`src/rtl/prescaled_mod_counter_pkg.sv`:
```
// Shared encodings for the prescaled modulo counter: direction and overflow-mode values.
package prescaled_mod_counter_pkg;

    localparam logic MODE_WRAP = 1'b0;
    localparam logic MODE_SAT  = 1'b1;
    localparam logic DIR_DOWN  = 1'b0;
    localparam logic DIR_UP    = 1'b1;

endpackage

```
`src/rtl/prescaled_mod_counter_if.sv`:
```
// Control/status bundle of the prescaled modulo counter; the master drives controls, the slave returns count/tick/tc.
interface prescaled_mod_counter_if #(
    parameter int WIDTH = 8,
    parameter int PW    = 30
);

    logic [PW-1:0]    period;
    logic [WIDTH-1:0] limit;
    logic             enable;
    logic             up_down;
    logic             mode;
    logic             load;
    logic [WIDTH-1:0] load_value;
    logic [WIDTH-1:0] count;
    logic             tick;
    logic             tc;

    modport master (
        output period, limit, enable, up_down, mode, load, load_value,
        input  count, tick, tc
    );

    modport slave (
        input  period, limit, enable, up_down, mode, load, load_value,
        output count, tick, tc
    );

endinterface

```
`src/rtl/prescaled_mod_counter_prescaler.sv`:
```
// Divides enabled clock cycles by 'period' and emits a one-cycle strobe on the last cycle of each period.
module tick_prescaler #(
    parameter int PW = 30
) (
    input  logic          CLK_50M,
    input  logic          RESET,
    input  logic [PW-1:0] period,
    input  logic          enable,
    input  logic          clear,
    output logic          strobe
);

    logic [PW-1:0] r_preCnt;
    logic          w_atEnd;

    // '>=' rather than '==' so a runtime shrink of period cannot strand the counter past its end.
    always_comb begin
        w_atEnd = (period <= PW'(1)) || (r_preCnt >= (period - PW'(1)));
    end

    assign strobe = enable && w_atEnd;

    always_ff @(posedge CLK_50M) begin
        if (RESET || clear) begin
            r_preCnt <= '0;
        end else if (strobe) begin
            r_preCnt <= '0;
        end else if (enable) begin
            r_preCnt <= r_preCnt + PW'(1);
        end
    end

endmodule

```
`src/rtl/prescaled_mod_counter.sv`:
```
// Up/down modulo counter advanced by a prescaled strobe, with wrap or saturate behaviour and synchronous load.
module prescaled_mod_counter
    import prescaled_mod_counter_pkg::*;
#(
    parameter int WIDTH = 8,
    parameter int PW    = 30
) (
    input  logic                  CLK_50M,
    input  logic                  RESET,
    prescaled_mod_counter_if.slave bus
);

    logic [WIDTH-1:0] r_count;
    logic             r_tick;
    logic             r_tc;
    logic             w_strobe;
    logic [WIDTH-1:0] w_top;
    logic [WIDTH-1:0] w_nextCount;
    logic             w_nextTick;
    logic             w_nextTc;

    tick_prescaler #(.PW(PW)) u_prescaler (
        .CLK_50M (CLK_50M),
        .RESET   (RESET),
        .period  (bus.period),
        .enable  (bus.enable),
        .clear   (bus.load),
        .strobe  (w_strobe)
    );

    // limit==0 selects the full 2^WIDTH range, so TOP becomes all ones.
    always_comb begin
        w_top = (bus.limit == '0) ? '1 : (bus.limit - WIDTH'(1));
    end

    always_comb begin
        w_nextCount = r_count;
        w_nextTick  = 1'b0;
        w_nextTc    = 1'b0;
        if (bus.load) begin
            w_nextCount = (bus.load_value > w_top) ? w_top : bus.load_value;
        end else if (w_strobe) begin
            w_nextTick = 1'b1;
            unique case (bus.up_down)
                DIR_UP: begin
                    if (r_count < w_top) begin
                        w_nextCount = r_count + WIDTH'(1);
                    end else if (bus.mode == MODE_WRAP) begin
                        w_nextCount = '0;
                        w_nextTc    = 1'b1;
                    end else begin
                        w_nextCount = w_top;
                        w_nextTc    = (r_count != w_top);
                    end
                end
                DIR_DOWN: begin
                    // Out-of-range values left behind by a shrinking limit snap back to TOP silently.
                    if (r_count > w_top) begin
                        w_nextCount = w_top;
                    end else if (r_count == '0) begin
                        if (bus.mode == MODE_WRAP) begin
                            w_nextCount = w_top;
                            w_nextTc    = 1'b1;
                        end
                    end else begin
                        w_nextCount = r_count - WIDTH'(1);
                        w_nextTc    = (bus.mode == MODE_SAT) && (r_count == WIDTH'(1));
                    end
                end
            endcase
        end
    end

    always_ff @(posedge CLK_50M) begin
        if (RESET) begin
            r_count <= '0;
            r_tick  <= 1'b0;
            r_tc    <= 1'b0;
        end else begin
            r_count <= w_nextCount;
            r_tick  <= w_nextTick;
            r_tc    <= w_nextTc;
        end
    end

    assign bus.count = r_count;
    assign bus.tick  = r_tick;
    assign bus.tc    = r_tc;

endmodule

```
`src/flat_wrapper.sv`:
```
// flat-port wrapper written by rule: the top's interface ports become plain ports
module prescaled_mod_counter_flat import prescaled_mod_counter_pkg::*;
#(
    parameter int WIDTH = 8,
    parameter int PW    = 30
)
  (CLK_50M, RESET, bus_period, bus_limit, bus_enable, bus_up_down, bus_mode, bus_load, bus_load_value, bus_count, bus_tick, bus_tc);
  prescaled_mod_counter_if #(.WIDTH(WIDTH), .PW(PW)) bus_i ();
  input  logic CLK_50M;
  input  logic RESET;
  input wire logic [$bits(bus_i.period)-1:0] bus_period;
  input wire logic [$bits(bus_i.limit)-1:0] bus_limit;
  input wire logic [$bits(bus_i.enable)-1:0] bus_enable;
  input wire logic [$bits(bus_i.up_down)-1:0] bus_up_down;
  input wire logic [$bits(bus_i.mode)-1:0] bus_mode;
  input wire logic [$bits(bus_i.load)-1:0] bus_load;
  input wire logic [$bits(bus_i.load_value)-1:0] bus_load_value;
  output wire logic [$bits(bus_i.count)-1:0] bus_count;
  output wire logic [$bits(bus_i.tick)-1:0] bus_tick;
  output wire logic [$bits(bus_i.tc)-1:0] bus_tc;
  assign bus_i.period = bus_period;
  assign bus_i.limit = bus_limit;
  assign bus_i.enable = bus_enable;
  assign bus_i.up_down = bus_up_down;
  assign bus_i.mode = bus_mode;
  assign bus_i.load = bus_load;
  assign bus_i.load_value = bus_load_value;
  assign bus_count = bus_i.count;
  assign bus_tick = bus_i.tick;
  assign bus_tc = bus_i.tc;
  prescaled_mod_counter #(.WIDTH(WIDTH), .PW(PW)) u_core (.CLK_50M(CLK_50M), .RESET(RESET), .bus(bus_i));
endmodule
```
`config.mk`:
```
export PLATFORM = sky130hd
export DESIGN_NAME = prescaled_mod_counter_flat
export DESIGN_NICKNAME = d
export VERILOG_FILES = /design/src/rtl/prescaled_mod_counter_pkg.sv /design/src/rtl/prescaled_mod_counter_if.sv /design/src/rtl/prescaled_mod_counter_prescaler.sv /design/src/rtl/prescaled_mod_counter.sv /design/src/flat_wrapper.sv
export SDC_FILE = /design/constraint.sdc
export NUM_CORES = 1
export LEC_CHECK = 0
export BUFFER_PORTS_ARGS = -buffer_cell sky130_fd_sc_hd__buf_2
export CAP_MARGIN = 20
export CORE_MARGIN = 1
export CORE_UTILIZATION = 30
export CTS_CLUSTER_SIZE = 30
export DETAILED_ROUTE_END_ITERATION = 10
export PLACE_DENSITY = 0.45
export SLEW_MARGIN = 40
export SYNTH_ARGS = -nofsm -noshare
export SYNTH_HDL_FRONTEND = slang
export SYNTH_SLANG_ARGS = --single-unit
```
`constraint.sdc`:
```
create_clock -name CLK_50M -period 4.2 [get_ports CLK_50M]
set_clock_uncertainty 0.2 [all_clocks]
set_input_delay 0.84 -clock CLK_50M [delete_from_list [all_inputs] [get_ports CLK_50M]]
set_output_delay 0.84 -clock CLK_50M [all_outputs]
set_load 0.005 [all_outputs]
```
# Word-level counts from Yosys, hierarchy flattened
# Cells that the tools add are included.
# Widths: inputs -> output; s select.
[word_totals] regBits=40 latchBits=0 ramBits=0 rom_bits=0 in_bits=52 out_inout_bits=10 elab_cells=47 mem_count=0
[op_classes] add_sub_neg=5 mul=0 div=0 n_lt_le_gt_ge=5 n_eq_ne=3 shift=0 muxes=17 bitwise=2 reduce_logical=11
[op_table] cell="$mux 8" n=9
[op_table] cell="$add 30x1->30 const B" n=1
[op_table] cell="$ge 30x30->1" n=1
[op_table] cell="$le 30x1->1 const B" n=1
[op_table] cell="$sub 30x1->30 const B" n=1
[op_table] cell="$gt 8x8->1" n=2
[op_table] cell="$logic_not 8->1" n=2
[op_table] cell="$pmux 8 s2" n=1
[op_table] cell="$sub 8x1->8 const B" n=2
[op_table] cell="$add 8x1->8 const B" n=1
[op_table] cell="$eq 8x1->1 const B" n=1
[op_table] cell="$lt 8x8->1" n=1
[op_table] cell="$ne 8x8->1" n=1
[op_table] cell="$mux 1" n=6
[op_table] cell="$ne 5x4->1 const B" n=1
[op_table] cell="$reduce_or 2->1" n=2
[op_table] cell="$reduce_or 3->1" n=1
[op_table] cell="$logic_and 1x1->1" n=2
[op_table] cell="$logic_or 1x1->1" n=2
[op_table] cell="$not 1->1" n=2
[op_table] cell="$pmux 1 s2" n=1
[op_table] cell="$reduce_and 2->1" n=1
[op_table] cell="$reduce_bool 2->1" n=1

# Longest topological paths before layout
[depth] word_depth=8 mapped_depth=17 mapped_depth_nobuf=15

# By module
# A second synthesis with hierarchy kept.
[hier_totals] hier_cells=563 hier_area_um2=4356.7
[modules_own_cells] module="tick_prescaler" n_inst=1 cells_each=322 area_each_um2=2585.0 seq_area_each_um2=600.6
[modules_own_cells] module="prescaled_mod_counter" n_inst=1 cells_each=241 area_each_um2=1771.7 seq_area_each_um2=200.2

# Worst setup path after synthesis
# No wires, ideal clock.
[synth_timing] path_kind="input port to flip-flop" start="in bus_period[3]" end="reg u_core.r_count[7], in the netlist u_core.bus.count[7]" setup_ns=0.091 t_arrival_ns=4.159 required_time_ns=3.909 path_slack_ns=-0.250 stages=17 path_buffers=2 path_cell_list="or4_1 > nor3_1 > nand3_1 > nor4_4 > nand2_1 > nor4_1 > xnor2_1 > ha_1 > nand4_1 > nor2_1 > a22oi_1 > o211ai_1 > a211o_1 > buf_6 > and2_2 > buf_6 > a311oi_1"
[synth_via] elab_chain_cells=6 elab_cells_between_ends=7 classes_between="add/sub (1); order compare (2); reduce/logical (4)"
[synth_lines] element="start, declared" line_no="flat_wrapper.sv:11" text="input wire logic [$bits(bus_i.period)-1:0] bus_period;"
[synth_lines] element="$sub 30x1->30" line_no="prescaled_mod_counter_prescaler.sv:18" text="w_atEnd = (period <= PW'(1)) || (r_preCnt >= (period - PW'(1)));"
[synth_lines] element="$ge 30x30->1" line_no="prescaled_mod_counter_prescaler.sv:18"
[synth_lines] element="$logic_or 1x1->1 (*)" line_no="prescaled_mod_counter_prescaler.sv:18"
[synth_lines] element="$logic_and 1x1->1 (*)" line_no="prescaled_mod_counter_prescaler.sv:21" text="assign strobe = enable && w_atEnd;"
[synth_lines] element="$reduce_bool 2->1 (no source line) (*)"
[synth_lines] element="$reduce_and 2->1 (no source line) (*)"
[synth_lines] element="end signal, assigned" line_no="prescaled_mod_counter.sv:80" text="r_count <= w_nextCount;"
[synth_lines] element="end, declared" line_no="prescaled_mod_counter.sv:13" text="logic [WIDTH-1:0] r_count;"
# Mark *: on every way between the ends. The rest lies on a longest branch, timed or not.
# A chain may end at the register's enable or synchronous reset.

# Final worst setup path
[layout_timing] start="in bus_period[3]" end="reg u_core.r_count[0], in the netlist u_core.bus.count[0]"
# The elaborated chain is that of the path after synthesis.

==> impl_metrics.toml <==
[run_status]
outcome = "finished with violations"
failed_checks = "setup timing"

[floorplanning]
rows = 42
boundaryPins = 62
dieHeight_um = 120
die_area_um2 = 14400
die_w_um = 120
start_util = 0.311
core_area_um2 = 13400

[global_routing]
antenna_found_initial = 0
grt_pass1_vias = 4244
grt_max_degree = 31
grt_usage = 0.174
gr-total-overflow = 0
grt_first_pass_wirelength_um = 20300

[clocking]
cts_buffers = 5
h-tree-depth = 2
insertion_delay_ns = 0.27
clk_path_buf_depth = 2
cts_root_buf = "clkbuf_16"
clkSinkCount = 40
clk_pin_slew_ns = 0.06
cts_tree = "done"

[setup_path]
r2r-end = "u_core.bus.count[3]"
worst_setup_path_end_kind = "register"
worstPathMaxFanout = 8
path_cells = "buf_6 -> or4_4 -> nor3_4 -> and3_4 -> nand3_4 -> nor4_4 -> xnor2_1 -> ha_1 -> nand4_1 -> inv_1 -> a22oi_2 -> o211ai_1 -> a211o_2 -> and2_4 -> a311oi_2"
cp.depth = 15
r2r-start = "u_core.bus.count[2]"
endpoint = "u_core.bus.count[0]"
r2r_cells = 9
worst_ep_required_time_ns = 4.18
setup.worst_path.start = "bus_period[3]"
critPathMaxStageDelay_ns = 0.55
crit_path_top_delay_cell = "or4_4"
cp-start-kind = "input port"
path_delay_family = "simple AND/OR/NAND/NOR gates"
arrival_ns = 4.25
crit_type = "in -> reg"
path_buf_inv = 2
regToRegSetupSlack_ns = 1.36

[logic_synthesis]
syn_avg_cell_area_um2 = 7.93
syn_nets = 632
synth_edf_count = 0
async_flop_share = 0
ys.flop_type = "dfxtp_1"
synth_area_leader_cell = "dfxtp_1"
synth_top_area_frac = 0.192
yosys_warnings = 0
synth_area_leaders = "dfxtp_1 (19%), ha_1 (17%), xnor2_1 (7.8%)"
yosysSeqAreaShare = 0.192
syn-cell-area_um2 = 4170
ys_top_cells_by_count = "nor2_1 (63), ha_1 (55), nand2_1 (41)"
synth_most_common_cell = "nor2_1"
ys_types = 62
ys_ff_latch = 40
syn_inst = 525

[sta]
fin_ws_ns = -0.0640
hold_violations = 0
report.final.slew_viol_count = 0
period_share = 1.02
slew_headroom = 0.577
max_slew.worst_pin.slew_ns = 0.632
min_period_ns = 4.26
grt_setup_unrepaired = "yes"
fmax_ghz = 0.235
finalSetupViolations = 27

[detailed_routing]
drc = 0
wl_met2_um = 5890
postRouteWirelength_um = 12200
first_pass_iters = 4
wl_met3_um = 334
route.detailed.wl_per_inst_um = 14.6
top_layer = "met4"
num_vias = 4268
first_iter_violations = 162
via_per_inst = 5.10
wl_met1_um = 5900
postRouteAntennaNets = 0

[finish]
drive_above_1_share = 0.297
fin_nets = 768
insertedDiodeCount = 0
areaGrowthSynthToFinish_pct = 33.5
fill_cells = 1401

[job]
drv_cap = 0

[place]
dp_slack_ns = -0.571
numPortBuffers = 61
hpwl_um = 9950
place_congestion = 0.812

[pwr]
vdd_drop_max_uv = 145
p_leak_nw = 2.37
power_density_nw_per_um2 = 216
p_total_w = 0.00120

[worst_hold_path]
hold_class = "reg -> reg"
[cell usage in the layout (no fill, tap or decap), drive strengths merged, types with 3 or more instances in the layout]
| cell | instances |
|---|---|
| a211oi | 5 |
| a21o | 3 |
| a21oi | 34 |
| a22oi | 3 |
| a311oi | 5 |
| and2 | 4 |
| and3 | 13 |
| and4 | 5 |
| buf | 146 |
| clkbuf | 6 |
| dfxtp | 40 |
| ha | 55 |
| inv | 22 |
| mux2 | 5 |
| mux2i | 5 |
| nand2 | 41 |
| nand3 | 21 |
| nand4 | 18 |
| nor2 | 63 |
| nor2b | 3 |
| nor3 | 15 |
| nor4 | 11 |
| o211ai | 12 |
| o21ai | 14 |
| o311ai | 3 |
| or3 | 4 |
| or4 | 6 |
| xnor2 | 37 |
| xor2 | 35 |
[report_power, final]
part	switching, W	internal (W)	leakage, nW
Combinational	0.000218	0.000208	1.98
Clock	0.000141	0.000216	0.0667
Sequential	0.0000273	0.000388	0.324
[state kept, by name, indices dropped and copies added, names as in the netlist]
name                         flops
u_core.bus.count                 8
u_core.bus.tc                    1
u_core.bus.tick                  1
u_core.u_prescaler.r_preCnt     30
[cells by family after synthesis]
family,count (synthesis),synth area share
and+or+nand+nor,210,0.254
AOI/OAI and AO/OA,99,0.163
xor gates and xnor gates,72,0.151
adders and majority gates,55,0.165
DFF,40,0.192
buffers and inverters,39,0.0478
muxes,10,0.0255
[what timing repair did]
action                     in CTS  in global routing
setup buffers                   6                  0
hold buffers                    0                  0
cloned                          0                  0
gates resized for setup        19                  6
setup endpoints to repair      40                 40
pin swaps                       9                  1
[worst min-delay path by stage]
stage / startpoint / endpoint / slack (ns) / cells past startpoint
after floorplan: u_core.u_prescaler.r_preCnt[29] / u_core.u_prescaler.r_preCnt[29] / 0.29 / 2
after global placement: u_core.u_prescaler.r_preCnt[29] / u_core.u_prescaler.r_preCnt[29] / 0.30 / 2
after detailed placement: u_core.u_prescaler.r_preCnt[29] / u_core.u_prescaler.r_preCnt[29] / 0.32 / 2
after CTS: u_core.u_prescaler.r_preCnt[29] / u_core.u_prescaler.r_preCnt[29] / 0.34 / 2
after global routing: u_core.u_prescaler.r_preCnt[15] / u_core.u_prescaler.r_preCnt[15] / 0.37 / 2
final: u_core.u_prescaler.r_preCnt[29] / u_core.u_prescaler.r_preCnt[29] / 0.33 / 2
[through the flow]
step                      hold slack, ns  std cells  utilization  instance area [um^2]  setup TNS, ns
after global placement             0.304        824        0.391                  5240         -18.80
final                              0.329        837        0.415                  5560         -0.333
after global routing               0.373        837        0.415                  5560          -8.93
after CTS                          0.338        837        0.412                  5520         -0.798
after detailed placement           0.319        824        0.391                  5240         -19.05
after floorplan                    0.285        525            -                  4220       -0.00665
[area by class of cell]
class | count | area (um^2) | share of cell area
timing repair buffer | 146 | 966 | 0.174
inverter | 22 | 82.6 | 0.0149
clock inverter | 1 | 5.00 | 0.000900
sequential | 40 | 801 | 0.144
clock buffer | 6 | 129 | 0.0232
multi-input combinational | 446 | 3360 | 0.604
tap | 176 | 220 | 0.0396
[tightest hold or removal path, delay by kind of cell, from the launching register on]
kind                      cells  cell delay [ns]
DFF                           1             0.34
xor gates and xnor gates      1             0.07
and+or+nand+nor               1             0.07
[metal layers]
| layer | up-vias | GRT usage |
|---|---|---|
| li1 | 2187 | - |
| met4 | 0 | 0.0406 |
| met2 | 74 | 0.298 |
| met5 | - | 0 |
| met3 | 12 | 0.0200 |
| met1 | 1995 | 0.233 |
Power figures use the tool's default switching activity.
